$ cat config.mk
export PLATFORM = sky130hd
export DESIGN_NAME = ysyx_23060124_rf_wb_sched
export DESIGN_NICKNAME = d
export VERILOG_FILES = /design/src/rtl/ysyx_23060124_rf_wb_sched.sv
export SDC_FILE = /design/constraint.sdc
export NUM_CORES = 1
export LEC_CHECK = 0
export CAP_MARGIN = 5
export CORE_AREA = 8 8 102 104
export CTS_BUF_LIST = sky130_fd_sc_hd__clkbuf_4
export CTS_CLUSTER_DIAMETER = 60
export CTS_CLUSTER_SIZE = 14
export DETAILED_ROUTE_END_ITERATION = 10
export DIE_AREA = 0 0 110 112
export PLACE_DENSITY = 0.78
export SETUP_SLACK_MARGIN = 0.02
export SYNTH_ARGS = -nofsm -noshare
export SYNTH_HDL_FRONTEND = slang
export SYNTH_SLANG_ARGS = --single-unit
$ cat constraint.sdc
create_clock -name clock -period 4.67 [get_ports clock]
set_input_delay 0.934 -clock clock [delete_from_list [all_inputs] [get_ports clock]]
set_output_delay 0.934 -clock clock [all_outputs]
set_load 0.05 [all_outputs]
$ cat src/rtl/ysyx_23060124_rf_wb_sched.sv
// Register-file write-back scheduler and issue scoreboard for RV32E.
// Optional same-cycle forwarding is enabled by defining RF_SCHED_BYPASS_EN.
module ysyx_23060124_rf_wb_sched #(
  parameter int NREG   = 16,
  parameter int ADDR_W = 5,
  parameter int DATA_W = 32
) (
  input  logic              clock,
  input  logic              reset,
  input  logic              iss_valid,
  output logic              iss_ready,
  input  logic              iss_wen,
  input  logic [ADDR_W-1:0] iss_rd,
  input  logic [ADDR_W-1:0] iss_rs1,
  input  logic [ADDR_W-1:0] iss_rs2,
  input  logic              alu_valid,
  input  logic [ADDR_W-1:0] alu_rd,
  input  logic [DATA_W-1:0] alu_data,
  output logic              alu_ready,
  input  logic              lsu_valid,
  input  logic [ADDR_W-1:0] lsu_rd,
  input  logic [DATA_W-1:0] lsu_data,
  output logic              lsu_ready,
  output logic              rf_wen,
  output logic [ADDR_W-1:0] rf_waddr,
  output logic [DATA_W-1:0] rf_wdata,
  output logic              fwd1_hit,
  output logic              fwd2_hit,
  output logic [DATA_W-1:0] fwd_data,
  output logic [4:0]        pend_cnt,
  output logic              err_unexp
);

  localparam int IDX_W = $clog2(NREG);

  typedef enum logic {
    SRC_ALU = 1'b0,
    SRC_LSU = 1'b1
  } src_e;

  src_e            rr_last;
  logic [NREG-1:0] pend;
  logic [NREG-1:0] pend_next;
  logic [NREG-1:0] pend_eff;
  logic [NREG-1:0] set_vec;
  logic [NREG-1:0] clr_vec;
  logic            grant_alu;
  logic            grant_lsu;
  logic            conflict;
  logic            hazard;
  logic            unexp;

  // x0 and addresses beyond the RV32E file map to an empty vector, so they are never tracked.
  function automatic logic [NREG-1:0] onehot(input logic [ADDR_W-1:0] r);
    logic [NREG-1:0] v;
    v = '0;
    if (r != '0 && int'(r) < NREG) v[r[IDX_W-1:0]] = 1'b1;
    return v;
  endfunction

  function automatic logic is_pend(input logic [NREG-1:0] vec, input logic [ADDR_W-1:0] r);
    return |(vec & onehot(r));
  endfunction

  function automatic logic [4:0] popcnt(input logic [NREG-1:0] v);
    logic [4:0] c;
    c = '0;
    for (int i = 0; i < NREG; i++) c = c + {4'b0000, v[i]};
    return c;
  endfunction

  // LSU wins a conflict whenever the ALU took the previous one.
  assign conflict  = alu_valid && lsu_valid;
  assign grant_lsu = reset && lsu_valid && (!alu_valid || rr_last == SRC_ALU);
  assign grant_alu = reset && alu_valid && !grant_lsu;
  assign alu_ready = grant_alu;
  assign lsu_ready = grant_lsu;

  always_comb begin
    rf_waddr = alu_rd;
    rf_wdata = alu_data;
    if (grant_lsu) begin
      rf_waddr = lsu_rd;
      rf_wdata = lsu_data;
    end
  end

  assign rf_wen  = (grant_alu || grant_lsu) && rf_waddr != '0;
  assign clr_vec = rf_wen ? onehot(rf_waddr) : '0;
  assign unexp   = rf_wen && !is_pend(pend, rf_waddr);

`ifdef RF_SCHED_BYPASS_EN
  // The register retiring this cycle is visible through the forward path.
  assign pend_eff = pend & ~clr_vec;
  assign fwd1_hit = rf_wen && rf_waddr == iss_rs1;
  assign fwd2_hit = rf_wen && rf_waddr == iss_rs2;
  assign fwd_data = rf_wdata;
`else
  assign pend_eff = pend;
  assign fwd1_hit = 1'b0;
  assign fwd2_hit = 1'b0;
  assign fwd_data = '0;
`endif

  assign hazard    = is_pend(pend_eff, iss_rs1) || is_pend(pend_eff, iss_rs2) ||
                     (iss_wen && is_pend(pend_eff, iss_rd));
  assign iss_ready = reset && !hazard;

  // A set in the same cycle as a clear of that register keeps it pending.
  assign set_vec   = (iss_valid && iss_ready && iss_wen) ? onehot(iss_rd) : '0;
  assign pend_next = (pend & ~clr_vec) | set_vec;

  always_ff @(posedge clock or negedge reset) begin
    if (!reset) begin
      pend      <= '0;
      pend_cnt  <= '0;
      err_unexp <= 1'b0;
      rr_last   <= SRC_ALU;
    end else begin
      pend     <= pend_next;
      pend_cnt <= popcnt(pend_next);
      if (unexp) err_unexp <= 1'b1;
      if (conflict) rr_last <= grant_lsu ? SRC_LSU : SRC_ALU;
    end
  end

endmodule

==> reports/qor.log <==
INFO  run_status     outcome=complete, but fails checks
INFO  run_status     violations=negative setup slack
INFO  synth          synthCells=420
INFO  timing         final_critical_path_setup_slack=-0.5541ns
INFO  setup_path     critical_path.startpoint_type=primary input
INFO  timing         number_of_setup_violations_in_the_final_report=5
INFO  timing         timing.final.crit_share=111.9%
INFO  synth          post_synth_instance_area=3057µm²
INFO  route          route.antenna.remaining_nets=0
INFO  die            std_cell_rows=35
INFO  timing         max_freq=191.4MHz
INFO  setup_path     worst_r2r_path_depth=18
INFO  route          detail_route.wirelength=14270µm
INFO  setup_path     cp_data_required_time=4.94ns
INFO  layout         synthToLayoutAreaGrowth=87.92%
INFO  power_and_ir_drop design_power_total=1.488mW
INFO  power_and_ir_drop ir_worst_vdd=0.0002966V
INFO  route          drc_errors=0
INFO  timing         max-slew-margin-rel=65.12%
INFO  layout         diodes=0
INFO  die            io_pins=176
INFO  global_route   grtUsageTotal=21.99%
INFO  clock_tree     clock_tree.buffer_depth=2
INFO  power_and_ir_drop total_leakage_power=2.742nW
INFO  layout         final_cell_area=5744µm²
INFO  setup_path     worst-setup-path-type=in2reg
INFO  die            core_area=8890µm²
INFO  timing         timing.clock.skew=0.01691ns
INFO  placed_design  dpl_cell_area=5575µm²
INFO  global_route   number_of_antenna_violations_at_the_first_check_in_global_routing=0
INFO  clock_tree     tritoncts=built
INFO  setup_path     cp_num_buf_inv=6
INFO  synth          synthesis.yosys.warnings=0
INFO  setup_path     cp-end-kind=register
INFO  layout         post_layout_instance_count_excluding_filler_cells=760
INFO  die            die-height=112µm
INFO  timing         final_max_slew_viol_count=0
INFO  setup_path     timing.critical_path.cells=buf_12 -> mux4_2 -> mux4_2 -> a21oi_4 -> nand3_4 -> buf_6 -> inv_8 -> a32o_2 -> fa_1 -> fa_2 -> inv_2 -> fa_1 -> fa_1 -> inv_2 -> ha_4 -> inv_2 -> fa_2 -> nor2b_1 -> o21a_1
INFO  synth          netlist-cell-type-count=59
INFO  synth          synth_edf_count=0
INFO  setup_path     critPathSlowestCell=fa_2
INFO  placed_design  place.detailed.instances=750
INFO  setup_path     cell_type_group_with_the_largest_total_delay_on_the_critical_path=adder cells
INFO  timing         hold_ws=0.4485ns
INFO  die            start_util=34.38%
INFO  power_and_ir_drop power_density=259.0nW/µm²
INFO  route          num_vias=3937
INFO  worst_hold_path hold_path.class=reg2reg
INFO  worst_hold_path min_delay_path_depth=0
INFO  clock_tree     holdBufCountCts=0
INFO  die            fp.dieArea=12320µm²
INFO  worst_hold_path timing.hold.worst_endpoint=pend[0]
INFO  layout         nets=760
INFO  global_route   number_of_global_route_vias_before_repair=4062
INFO  clock_tree     h-tree-depth=1
INFO  timing         min_clock_period_post_route=5.224ns
INFO  synth          seq_area_frac_synth=18.83%
INFO  layout         drive_above_1_share=30.35%
INFO  die            die_w=110µm
INFO  global_route   first_pass_grt_wire_length=21490µm
INFO  route          drt_pre_antenna_iters=5
INFO  setup_path     r2r_start=pend[11]
INFO  route          drt_iter0_markers=304
INFO  timing         finalHoldViolations=0
INFO  clock_tree     clock_tree.root_cell=clkbuf_4
INFO  synth          post_synth.cell_area_avg=7.278µm²
INFO  clock_tree     worst_setup_hold_path_clk_slew=0.14ns
INFO  global_route   grt_max_degree=37
INFO  placed_design  io_buffer_count=141
INFO  setup_path     reg2reg_slack=-0.26ns
INFO  clock_tree     clock_sink_count=23
INFO  setup_path     r2r-end=pend_cnt[4]
INFO  placed_design  gpl.final_weighted_congestion=0.9980
INFO  worst_hold_path hp-start=pend[0]
INFO  route          avgRoutedWirePerCell=18.78µm
INFO  synth          yosys_register_bits=23
INFO  setup_path     worst_setup_path_startpoint=iss_rs2[0]
INFO  clock_tree     source_to_sink_clock_delay_at_the_later_pin_of_the_worst_skew_pair=0.33ns
INFO  timing         grt_setup_unrepaired=yes
INFO  setup_path     critPathMaxStageDelay=0.54ns
INFO  global_route   overflow=0
INFO  setup_path     data_arrival_time_of_the_worst_path=5.49ns
INFO  clock_tree     cts_buffers=3
INFO  job            drv.max_cap_violation_count=0
INFO  synth          synthArstFlopShare=100.0%
INFO  route          route.detailed.vias_per_inst=5.180
INFO  placed_design  detailedPlacementHpwl=11980µm
INFO  setup_path     timing.critical_path.fanout_max=5
INFO  synth          synth_top_flop_cell=dfrtp_1
INFO  timing         worstMarginPinSlew=0.5216ns
## layout by cell type (no fill, tap or decap), types with 10 or more instances in the layout
master,n
conb_1,34
buf_12,42
inv_1,17
o21ai_1,12
nor2_1,15
o21a_1,10
buf_4,102
mux2i_1,14
nand2_1,131
clkdlybuf4s50_1,91
o21ai_0,10
nand2b_1,10
dfrtp_1,23
## flip-flops by register name (all words and copies together), names as in the netlist
signal / cells
err_unexp: 1
pend: 16
pend_cnt: 5
rr_last: 1
## routing by layer
layer  part of all wire [%]  vias to the layer above  track usage (%)
li1                       -                     1830                -
met1                     34                     1831            22.72
met2                     51                      230            40.70
met3                     11                       46            5.430
met4                    4.0                        0            8.198
met5                      0                        -                0
## cells by family after synthesis
group / after synthesis / synth area share [%]
other: 1 / 0.1227
and+or+nand+nor: 195 / 28.04
xor gates and xnor gates: 2 / 0.5732
AOI/OAI and AO/OA: 84 / 18.79
buffers and inverters: 77 / 14.20
muxes: 23 / 10.85
adders and majority gates: 15 / 8.596
DFF: 23 / 18.83
## Yosys cell counts (2+ instances only)
library cell  number  area (µm²)
o22ai_1            2       12.51
nand3b_1           5       37.54
a221oi_1           3       26.28
dfrtp_1           23       575.6
buf_2              2       10.01
nor4_1             2       12.51
nand2b_1          11       68.82
o21ai_0           17       85.08
a311oi_1           2       17.52
or2_2              2       12.51
a31o_2             4       35.03
nor2b_1            4       25.02
mux2_2             2       22.52
o21ai_1            9       45.04
mux4_2             4       90.09
nand4_1            3       18.77
mux2i_1           14       140.1
buf_4             34       255.2
o21a_1            10       75.07
a21o_1             2       15.01
nand3_1            2       10.01
a32oi_1            2       17.52
nor2_1            16       60.06
buf_1              3       11.26
ha_1               5       62.56
o211ai_1           4       30.03
and3_1             2       12.51
clkbuf_1          13       48.80
a21oi_1            9       45.04
nand2_1          132       495.5
a32o_1             2       20.02
inv_1             22       82.58
buf_6              2       22.52
nor3_1            10       50.05
mux4_1             3       78.83
and2_1             2       12.51
xnor2_1            2       17.52
fa_1              10       200.2
o31ai_1            4       30.03
## worst max-delay path by stage
stage               slack [ns]  cells past startpoint          end
finish                   -0.55                     19  pend_cnt[4]
global route             -0.66                     20  pend_cnt[4]
CTS                      -0.60                     18  pend_cnt[1]
detailed placement       -1.57                     18  pend_cnt[1]
global placement         -1.44                     18  pend_cnt[1]
floorplan                -0.76                     17  pend_cnt[1]
## stage by stage
stage	worst slack, ns	TNS [ns]	utilization (%)
6_report	-0.5541	-2.164	64.62
5_1_grt	-0.6645	-2.682	64.62
4_1_cts	-0.5955	-2.384	63.86
3_5_place_dp	-1.569	-7.309	62.72
3_3_place_gp	-1.438	-6.540	62.72
2_1_floorplan	-0.7611	-3.214	-
## report_power, final
part           leakage [nW]  internal, mW  total (mW)  switching (mW)
Sequential            0.299         0.237       0.261          0.0243
Combinational          2.42         0.515        1.13           0.615
Clock                0.0177        0.0322      0.0963          0.0641
## area by class of cell
class                           instances  area [µm²]
Timing Repair Buffer                  245        2609
Clock inverter                          1       5.005
Clock buffer                            3       22.52
Inverter                               23       93.84
Sequential cell                        23       575.6
Fill cell                             724        3146
Tap cell                              111       138.9
Multi-Input combinational cell        354        2300
## worst reg2reg max path, stage by stage (launching register included)
cell,delay [ns]
dfrtp_1,0.42
mux4_2,0.48
mux4_2,0.50
a21oi_4,0.20
nand3_4,0.14
buf_6,0.16
inv_8,0.05
a32o_2,0.20
fa_1,0.41
fa_2,0.54
inv_2,0.03
fa_1,0.48
fa_1,0.42
inv_2,0.08
ha_4,0.13
inv_2,0.03
fa_2,0.35
nor2b_1,0.13
o21a_1,0.11
## timing repair
| item | 4_1_cts | 5_1_grt |
|---|---|---|
| buffers inserted | 3 | 2 |
| endpoints found under the setup margin | 5 | 5 |
| gates resized for setup | 35 | 17 |
| pin swaps | 10 | 4 |
| cloned | 1 | 0 |
No activity file was read; power rests on OpenSTA's default activity.
